## src/rtl/dmem_port_arbiter_pkg.sv

```systemverilog
// Shared definitions for the MEM-stage data port arbiter.
//   STARVE_W        : width of the DMA starvation counter
//   IO_SEL_BIT_DEF  : default address bit selecting I/O space (1) or data RAM (0)
//   STARVE_MAX_DEF  : default number of lost arbitrations before DMA is forced in
//   rd_owner_t      : owner tag of the read whose data returns next cycle
package dmem_port_arbiter_pkg;

  localparam int unsigned STARVE_W       = 4;
  localparam int unsigned IO_SEL_BIT_DEF = 7;
  localparam int unsigned STARVE_MAX_DEF = 4;

  typedef enum logic [1:0] {
    OWN_NONE = 2'd0,
    OWN_CPU  = 2'd1,
    OWN_DMA  = 2'd2
  } rd_owner_t;

endpackage

```

## src/rtl/dmem_port_arbiter_if.sv

```systemverilog
// Bus bundle around the data-port arbiter.
//   cpu_* : CPU MEM-stage request side (req/we/addr/wdata in, stall/rdata/rvalid out)
//   dma_* : DMA/debug-loader side (req/we/addr/wdata in, gnt/err/rdata/rvalid out)
//   mem_* : memory stage side (we/addr/wdata out, rdata in)
// modport master: requesters and memory stage; modport slave: the arbiter.
interface dmem_port_arbiter_if;

  logic        cpu_req;
  logic        cpu_we;
  logic [31:0] cpu_addr;
  logic [31:0] cpu_wdata;
  logic        cpu_stall;
  logic [31:0] cpu_rdata;
  logic        cpu_rvalid;

  logic        dma_req;
  logic        dma_we;
  logic [31:0] dma_addr;
  logic [31:0] dma_wdata;
  logic        dma_gnt;
  logic        dma_err;
  logic [31:0] dma_rdata;
  logic        dma_rvalid;

  logic        mem_we;
  logic [31:0] mem_addr;
  logic [31:0] mem_wdata;
  logic [31:0] mem_rdata;

  modport master (
    output cpu_req, cpu_we, cpu_addr, cpu_wdata,
    input  cpu_stall, cpu_rdata, cpu_rvalid,
    output dma_req, dma_we, dma_addr, dma_wdata,
    input  dma_gnt, dma_err, dma_rdata, dma_rvalid,
    input  mem_we, mem_addr, mem_wdata,
    output mem_rdata
  );

  modport slave (
    input  cpu_req, cpu_we, cpu_addr, cpu_wdata,
    output cpu_stall, cpu_rdata, cpu_rvalid,
    input  dma_req, dma_we, dma_addr, dma_wdata,
    output dma_gnt, dma_err, dma_rdata, dma_rvalid,
    output mem_we, mem_addr, mem_wdata,
    input  mem_rdata
  );

endinterface

```

## src/rtl/dmem_starve_counter.sv

```systemverilog
// Saturating starvation counter for the DMA requester.
//   clock, reset : rising-edge clock, synchronous active-high reset
//   inc          : DMA lost an arbitration this cycle
//   clr          : DMA granted, rejected or idle this cycle (wins over inc)
//   at_max       : counter has reached MAX; DMA takes the next contended slot
module dmem_starve_counter
  import dmem_port_arbiter_pkg::*;
#(
  parameter int unsigned MAX = STARVE_MAX_DEF
) (
  input  logic clock,
  input  logic reset,
  input  logic inc,
  input  logic clr,
  output logic at_max
);

  logic [STARVE_W-1:0] count;

  always_ff @(posedge clock) begin
    if (reset || clr) begin
      count <= '0;
    end else if (inc && (count != STARVE_W'(MAX))) begin
      count <= count + STARVE_W'(1);
    end
  end

  assign at_max = (count == STARVE_W'(MAX));

endmodule

```

## src/rtl/dmem_port_arbiter.sv

```systemverilog
// Shares the MEM-stage data port between the CPU and a DMA/debug loader.
//   clock, reset : rising-edge clock, synchronous active-high reset
//   bus          : cpu_*, dma_* and mem_* signals (slave modport)
// The CPU has priority; after STARVE_MAX consecutive lost arbitrations the
// DMA takes one slot and the CPU is stalled. DMA accesses to I/O space
// (addr[IO_SEL_BIT]=1) are rejected with dma_err. Read data returns one
// cycle after issue to the owner recorded in rd_owner_q.
module dmem_port_arbiter
  import dmem_port_arbiter_pkg::*;
#(
  parameter int unsigned STARVE_MAX = STARVE_MAX_DEF,
  parameter int unsigned IO_SEL_BIT = IO_SEL_BIT_DEF
) (
  input  logic                clock,
  input  logic                reset,
  dmem_port_arbiter_if.slave  bus
);

  rd_owner_t   rd_owner_q, rd_owner_d;
  logic [31:0] cpu_rdata_q, dma_rdata_q;
  logic        cpu_win, dma_win, dma_err_c, at_max;
  logic        starve_inc, starve_clr;

  dmem_starve_counter #(.MAX(STARVE_MAX)) u_starve (
    .clock  (clock),
    .reset  (reset),
    .inc    (starve_inc),
    .clr    (starve_clr),
    .at_max (at_max)
  );

  // Grant and issue are combinational; reset masks every request so nothing
  // sampled in a reset cycle is issued or recorded.
  always_comb begin
    dma_err_c  = 1'b0;
    dma_win    = 1'b0;
    cpu_win    = 1'b0;
    rd_owner_d = OWN_NONE;
    bus.mem_we    = 1'b0;
    bus.mem_addr  = '0;
    bus.mem_wdata = '0;

    if (!reset) begin
      dma_err_c = bus.dma_req && bus.dma_addr[IO_SEL_BIT];
      dma_win   = bus.dma_req && !bus.dma_addr[IO_SEL_BIT] && (!bus.cpu_req || at_max);
      cpu_win   = bus.cpu_req && !dma_win;
    end

    if (dma_win) begin
      bus.mem_we    = bus.dma_we;
      bus.mem_addr  = bus.dma_addr;
      bus.mem_wdata = bus.dma_wdata;
      rd_owner_d    = bus.dma_we ? OWN_NONE : OWN_DMA;
    end else if (cpu_win) begin
      bus.mem_we    = bus.cpu_we;
      bus.mem_addr  = bus.cpu_addr;
      bus.mem_wdata = bus.cpu_wdata;
      rd_owner_d    = bus.cpu_we ? OWN_NONE : OWN_CPU;
    end
  end

  assign starve_inc    = cpu_win && bus.dma_req;
  assign starve_clr    = dma_win || dma_err_c || !bus.dma_req;

  assign bus.cpu_stall = dma_win && bus.cpu_req;
  assign bus.dma_gnt   = dma_win;
  assign bus.dma_err   = dma_err_c;

  always_ff @(posedge clock) begin
    if (reset) begin
      rd_owner_q  <= OWN_NONE;
      cpu_rdata_q <= '0;
      dma_rdata_q <= '0;
    end else begin
      rd_owner_q <= rd_owner_d;
      if (rd_owner_q == OWN_CPU) cpu_rdata_q <= bus.mem_rdata;
      if (rd_owner_q == OWN_DMA) dma_rdata_q <= bus.mem_rdata;
    end
  end

  // Returning data is passed straight through in its valid cycle and held
  // afterwards; a read in flight when reset hits is dropped.
  always_comb begin
    bus.cpu_rvalid = 1'b0;
    bus.dma_rvalid = 1'b0;
    bus.cpu_rdata  = '0;
    bus.dma_rdata  = '0;
    if (!reset) begin
      bus.cpu_rvalid = (rd_owner_q == OWN_CPU);
      bus.dma_rvalid = (rd_owner_q == OWN_DMA);
      bus.cpu_rdata  = (rd_owner_q == OWN_CPU) ? bus.mem_rdata : cpu_rdata_q;
      bus.dma_rdata  = (rd_owner_q == OWN_DMA) ? bus.mem_rdata : dma_rdata_q;
    end
  end

endmodule

```

## src/flat_wrapper.sv

```systemverilog
// flat-port wrapper written by rule: the top's interface ports become plain ports
module dmem_port_arbiter_flat import dmem_port_arbiter_pkg::*;
#(
  parameter int unsigned STARVE_MAX = STARVE_MAX_DEF,
  parameter int unsigned IO_SEL_BIT = IO_SEL_BIT_DEF
)
  (clock, reset, bus_cpu_req, bus_cpu_we, bus_cpu_addr, bus_cpu_wdata, bus_cpu_stall, bus_cpu_rdata, bus_cpu_rvalid, bus_dma_req, bus_dma_we, bus_dma_addr, bus_dma_wdata, bus_dma_gnt, bus_dma_err, bus_dma_rdata, bus_dma_rvalid, bus_mem_we, bus_mem_addr, bus_mem_wdata, bus_mem_rdata);
  dmem_port_arbiter_if bus_i ();
  input  logic clock;
  input  logic reset;
  input wire logic [$bits(bus_i.cpu_req)-1:0] bus_cpu_req;
  input wire logic [$bits(bus_i.cpu_we)-1:0] bus_cpu_we;
  input wire logic [$bits(bus_i.cpu_addr)-1:0] bus_cpu_addr;
  input wire logic [$bits(bus_i.cpu_wdata)-1:0] bus_cpu_wdata;
  output wire logic [$bits(bus_i.cpu_stall)-1:0] bus_cpu_stall;
  output wire logic [$bits(bus_i.cpu_rdata)-1:0] bus_cpu_rdata;
  output wire logic [$bits(bus_i.cpu_rvalid)-1:0] bus_cpu_rvalid;
  input wire logic [$bits(bus_i.dma_req)-1:0] bus_dma_req;
  input wire logic [$bits(bus_i.dma_we)-1:0] bus_dma_we;
  input wire logic [$bits(bus_i.dma_addr)-1:0] bus_dma_addr;
  input wire logic [$bits(bus_i.dma_wdata)-1:0] bus_dma_wdata;
  output wire logic [$bits(bus_i.dma_gnt)-1:0] bus_dma_gnt;
  output wire logic [$bits(bus_i.dma_err)-1:0] bus_dma_err;
  output wire logic [$bits(bus_i.dma_rdata)-1:0] bus_dma_rdata;
  output wire logic [$bits(bus_i.dma_rvalid)-1:0] bus_dma_rvalid;
  output wire logic [$bits(bus_i.mem_we)-1:0] bus_mem_we;
  output wire logic [$bits(bus_i.mem_addr)-1:0] bus_mem_addr;
  output wire logic [$bits(bus_i.mem_wdata)-1:0] bus_mem_wdata;
  input wire logic [$bits(bus_i.mem_rdata)-1:0] bus_mem_rdata;
  assign bus_i.cpu_req = bus_cpu_req;
  assign bus_i.cpu_we = bus_cpu_we;
  assign bus_i.cpu_addr = bus_cpu_addr;
  assign bus_i.cpu_wdata = bus_cpu_wdata;
  assign bus_cpu_stall = bus_i.cpu_stall;
  assign bus_cpu_rdata = bus_i.cpu_rdata;
  assign bus_cpu_rvalid = bus_i.cpu_rvalid;
  assign bus_i.dma_req = bus_dma_req;
  assign bus_i.dma_we = bus_dma_we;
  assign bus_i.dma_addr = bus_dma_addr;
  assign bus_i.dma_wdata = bus_dma_wdata;
  assign bus_dma_gnt = bus_i.dma_gnt;
  assign bus_dma_err = bus_i.dma_err;
  assign bus_dma_rdata = bus_i.dma_rdata;
  assign bus_dma_rvalid = bus_i.dma_rvalid;
  assign bus_mem_we = bus_i.mem_we;
  assign bus_mem_addr = bus_i.mem_addr;
  assign bus_mem_wdata = bus_i.mem_wdata;
  assign bus_i.mem_rdata = bus_mem_rdata;
  dmem_port_arbiter #(.STARVE_MAX(STARVE_MAX), .IO_SEL_BIT(IO_SEL_BIT)) u_core (.clock(clock), .reset(reset), .bus(bus_i));
endmodule
```

## config.mk

```make
export PLATFORM = sky130hd
export DESIGN_NAME = dmem_port_arbiter_flat
export DESIGN_NICKNAME = d
export VERILOG_FILES = /design/src/rtl/dmem_port_arbiter_pkg.sv /design/src/rtl/dmem_port_arbiter_if.sv /design/src/rtl/dmem_starve_counter.sv /design/src/rtl/dmem_port_arbiter.sv /design/src/flat_wrapper.sv
export SDC_FILE = /design/constraint.sdc
export NUM_CORES = 1
export LEC_CHECK = 0
export BUFFER_PORTS_ARGS = -buffer_cell sky130_fd_sc_hd__buf_4
export CELL_PAD_IN_SITES_DETAIL_PLACEMENT = 2
export CELL_PAD_IN_SITES_GLOBAL_PLACEMENT = 2
export CORE_ASPECT_RATIO = 2
export CORE_MARGIN = 2
export CORE_UTILIZATION = 16
export CTS_BUF_LIST = sky130_fd_sc_hd__clkbuf_4 sky130_fd_sc_hd__clkbuf_8
export CTS_CLUSTER_DIAMETER = 150
export DETAILED_ROUTE_END_ITERATION = 10
export HOLD_SLACK_MARGIN = 0.06
export MAX_ROUTING_LAYER = met4
export PLACE_DENSITY_LB_ADDON = 0.1
export SYNTH_ARGS = -nofsm -noshare
export SYNTH_HDL_FRONTEND = slang
export SYNTH_SLANG_ARGS = --single-unit
```

## constraint.sdc

```tcl
create_clock -name clock -period 1.9 [get_ports clock]
set_clock_uncertainty 0.05 [all_clocks]
set_input_delay 0.38 -clock clock [delete_from_list [all_inputs] [get_ports clock]]
set_output_delay 0.38 -clock clock [all_outputs]
set_load 0.03 [all_outputs]
```

==> run summary <==
Global routing used 20.2% of the available tracks. The most used flip-flop cell after synthesis is dfxtp_1. A synthesized cell averages 8.03 sq um. Final hold violation count: 0. Detailed-route DRC error count: 0. The top-area cell type share of the netlist area came out at 44.3%.

STA classifies the critical path endpoint as an output pin. The detailed-route wire length was 22,900 um. Global placer's final weighted congestion: 0.854. The first detailed-routing pass took 4 iterations. The logs give 916 for the number of nets in the finished design and 70 for the count of clock tree sinks.

The analysis attributes to cell leakage a power of 4.07 nW. The die footprint was 21,000 sq um. Summed over all instances, the cell type with the most area after synthesis is dfxtp_1. The critical path runs through a total of 7 cells. The H-tree generated during clock tree synthesis spans 3 levels. The wire-length estimate of the detail-placed layout is 15,100 um. VDD sags by at most 273 uV. The setup path with the least slack is of type register to output pin.

In this run the worst hold path is classified as input port to register. After routing the design area is 9050 sq um. Summing internal, switching and leakage power gives 4.28 mW. Data arrives at the worst endpoint at 2.02 ns. The cell with the biggest individual delay on the critical path is o311a_4. In this run the register-to-register setup slack is 0.29 ns. The largest single stage delay on the critical path is 0.41 ns. The tools report the endpoint of the worst-slack reg-to-reg timing path as u_core.rd_owner_q[1]. The total power divided by cell area came out at 473 nW/um^2. The checks that failed: negative setup slack.

The most critical setup path has its endpoint at bus_mem_wdata[19]. The run gives 19,400 sq um as the placeable core area. The instance count of the mapped netlist came out at 394. The worst path required time was 1.47 ns; the die extent in x was 103 um. In this run the critical register-to-register path is launched from u_core.u_starve.count[0]. The number of cell instances on the worst register-to-register path came out at 8. Synthesis inferred 70 register bits. The signed area change from the synthesized netlist to the final layout was 186%. Setup violations remaining at the end of the flow were counted as 131. At the pin with the least slew margin, the transition time is 0.401 ns.

The post-route fraction of the period consumed by the critical path is 129%, and the number of violations reported at the end of detailed-routing iteration 0 is 100. After floorplanning, the core was divided into 72 placement rows. STA classifies the critical path startpoint as a register.

In this run, placement finished with an instance count of 936. For this run, asynchronously set or reset flops after synthesis account for 0%. Total global routing overflow: 0. The run gives 25 as the unique cell type count in the Yosys netlist.

After clock tree synthesis, the clock-pin slew on the worst setup and hold paths is 0.07 ns. In this run, CTS created clock tree buffers numbering 9. The worst path buffer plus inverter count is 3, and the aggregate negative setup slack is -42.97 ns.

Max-cap violations in this run came to 0. The normalized max-slew margin was 73.3%; the number of synthesized flops with an enable pin was 0. The cell sitting at the root of the clock tree is a clkbuf_8. The fill cell instance count of the final layout was 1,957.

Input and output buffers added on the ports amount to 299. Portion of the post-synthesis area used by sequential elements: 44.3%. The cell family contributing the most delay on the critical path is compound AO/OA/AOI/OAI gates. The most common cell in the netlist was nand2_1. The least setup slack across all paths after layout is -0.549 ns, and the maximum fanout along the worst path is 25.

The count of nets left with antenna violations once routing finished came out at 0. The final routed wire length divided by cell count works out to 22.5 um. The share of final-layout standard cells stronger than drive strength 1 is 86.6%. In the routed layout, each cell is associated on average with a via count of 4.44.

The initial utilization of the core area, before any placement, comes to 16.3%. Ranked by instance count, the synthesized netlist is headed by nand2_1 (130), dfxtp_1 (70), a21oi_1 (64), a22o_1 (64), clkbuf_1 (23). Based on the critical path, the design can be clocked at up to 408 MHz. The via count of the first global-routing pass came out at 5,261.

Critical path launch point: u_core.u_starve.count[0]. The tools report the initial antenna violation count as 5. By area the synthesized netlist is led by dfxtp_1 (44%), a22o_1 (18%), nand2_1 (15%), a21oi_1 (10%), buf_6 (2.8%). Once layout is complete, the cells apart from fillers number 1,017.

Setup repair after global routing could not meet its margin everywhere. The clock tree buffer depth was 2. Pin placement for this block handled 300 I/O pins. Counting every net in the synthesized netlist gives 562. The first global-routing pass estimated 29,900 um of wire. Walking the worst path, the cells encountered are inv_2 > ha_4 > nand3b_1 > o311a_4 > buf_12 > a22o_2 > buf_6. The number of warning messages in the yosys log came out at 0. The clock reaches the later pin of the worst-skew pair after 0.36 ns. Final critical path time including I/O delays and setup: 2.45 ns. The cell area after placement is 6250 sq um.

TritonCTS built the clock tree. The die extent in y is 203 um. The mapped netlist covers 3160 sq um.

The run finished, with violations left. Summing over every cut layer, the via total after detailed routing is 4,516. Entering global routing, the biggest net connects 67 pins. The final count of pins violating max slew was 0.
==> worst reg2reg max path: cells and delay by family (launching register included) <==
| kind | cells | cell delay [ns] |
|---|---|---|
| AO/OA/AOI/OAI | 1 | 0.14 |
| flip-flops | 1 | 0.33 |
| adder cells (fa/ha/maj) | 1 | 0.13 |
| AND/OR/NAND/NOR | 2 | 0.31 |
| buffers and inverters | 4 | 0.58 |
==> state kept, by name, indices dropped and copies added (netlist names) <==
register               count
u_core.u_starve.count      4
u_core.dma_rdata_q        32
u_core.cpu_rdata_q        32
u_core.rd_owner_q          2
==> kinds of logic after synthesis <==
kind of cell | synth area share [%]
xor+xnor | 0.554
flops | 44.3
simple gates | 18.8
buf+inv | 7.12
compound gates | 28.4
fa+ha+maj | 0.791
==> area by class of cell <==
| class | count | area (sq um) | share of cell area [%] |
|---|---|---|---|
| Antenna cell | 5 | 12.5 | 0.138 |
| Clock buffer | 12 | 153 | 1.69 |
| Clock inverter | 4 | 70.1 | 0.774 |
| Inverter | 5 | 18.8 | 0.207 |
| Multi-Input combinational cell | 282 | 3270 | 36.1 |
| Sequential cell | 70 | 1410 | 15.6 |
| Tap cell | 259 | 324 | 3.58 |
| Timing Repair Buffer | 380 | 3790 | 41.9 |
==> worst min-delay path by stage <==
stage | slack [ns] | startpoint | cells past startpoint | to
after floorplan | 0.36 | u_core.u_starve.count[0] | 1 | u_core.u_starve.count[0]
after global placement | 0.40 | u_core.dma_rdata_q[31] | 2 | u_core.dma_rdata_q[31]
after CTS | 0.12 | bus_cpu_we | 2 | u_core.rd_owner_q[0]
after detailed placement | 0.41 | u_core.dma_rdata_q[4] | 2 | u_core.dma_rdata_q[4]
final | 0.14 | bus_cpu_we | 2 | u_core.rd_owner_q[0]
after global routing | 0.12 | bus_cpu_we | 2 | u_core.rd_owner_q[0]
==> what timing repair did <==
| action | CTS | global route |
|---|---|---|
| gates resized for setup | 273 | 179 |
| hold buffers | 0 | 0 |
| buffers inserted | 29 | 20 |
| endpoints found under the setup margin | 133 | 133 |
| pin swaps | 98 | 113 |
| gates cloned | 8 | 11 |
==> where the power goes <==
group | total [mW] | switching (mW) | internal (mW)
Combinational | 1.37 | 0.696 | 0.676
Clock | 1.39 | 0.591 | 0.801
Sequential | 1.52 | 0.0231 | 1.50
Total | 4.28 | 1.31 | 2.97
==> per-stage QoR <==
step / worst slack, ns / hold WS [ns] / util (%)
after global routing: -0.621 / 0.122 / 46.8
after global placement: -0.224 / 0.399 / 32.2
final: -0.549 / 0.141 / 46.8
after detailed placement: -0.291 / 0.410 / 32.2
after floorplan: -0.0710 / 0.364 / -
after CTS: -0.587 / 0.115 / 41.4
==> placed cells by master, fill, tap and decap left out, types with 2 or more instances in the layout <==
cell type,count
dfxtp_1,66
nand2_4,90
clkbuf_8,10
inv_1,3
nor2b_1,2
dfxtp_4,2
a21oi_4,63
diode_2,5
a21oi_2,2
clkbuf_16,9
a22o_1,6
buf_8,6
buf_12,15
nand2b_4,2
dfxtp_2,2
nand2_2,26
inv_2,2
a22o_4,17
nand2_1,14
a22o_2,41
buf_16,4
nor2b_4,2
buf_6,125
nor3_1,4
buf_4,221
clkinv_2,2
bufinv_16,2
clkbuf_4,2
==> per-layer routing <==
layer  vias to the layer above  global-route usage, %  share of wire [%]
met5                         -                      -                  0
met4                         0                   7.94                2.7
met3                        28                   4.61                5.8
met2                       204                   39.7                 62
met1                      2207                   17.3                 30
li1                       2077                      -                  -
No activity file was read; power rests on OpenSTA's default activity.
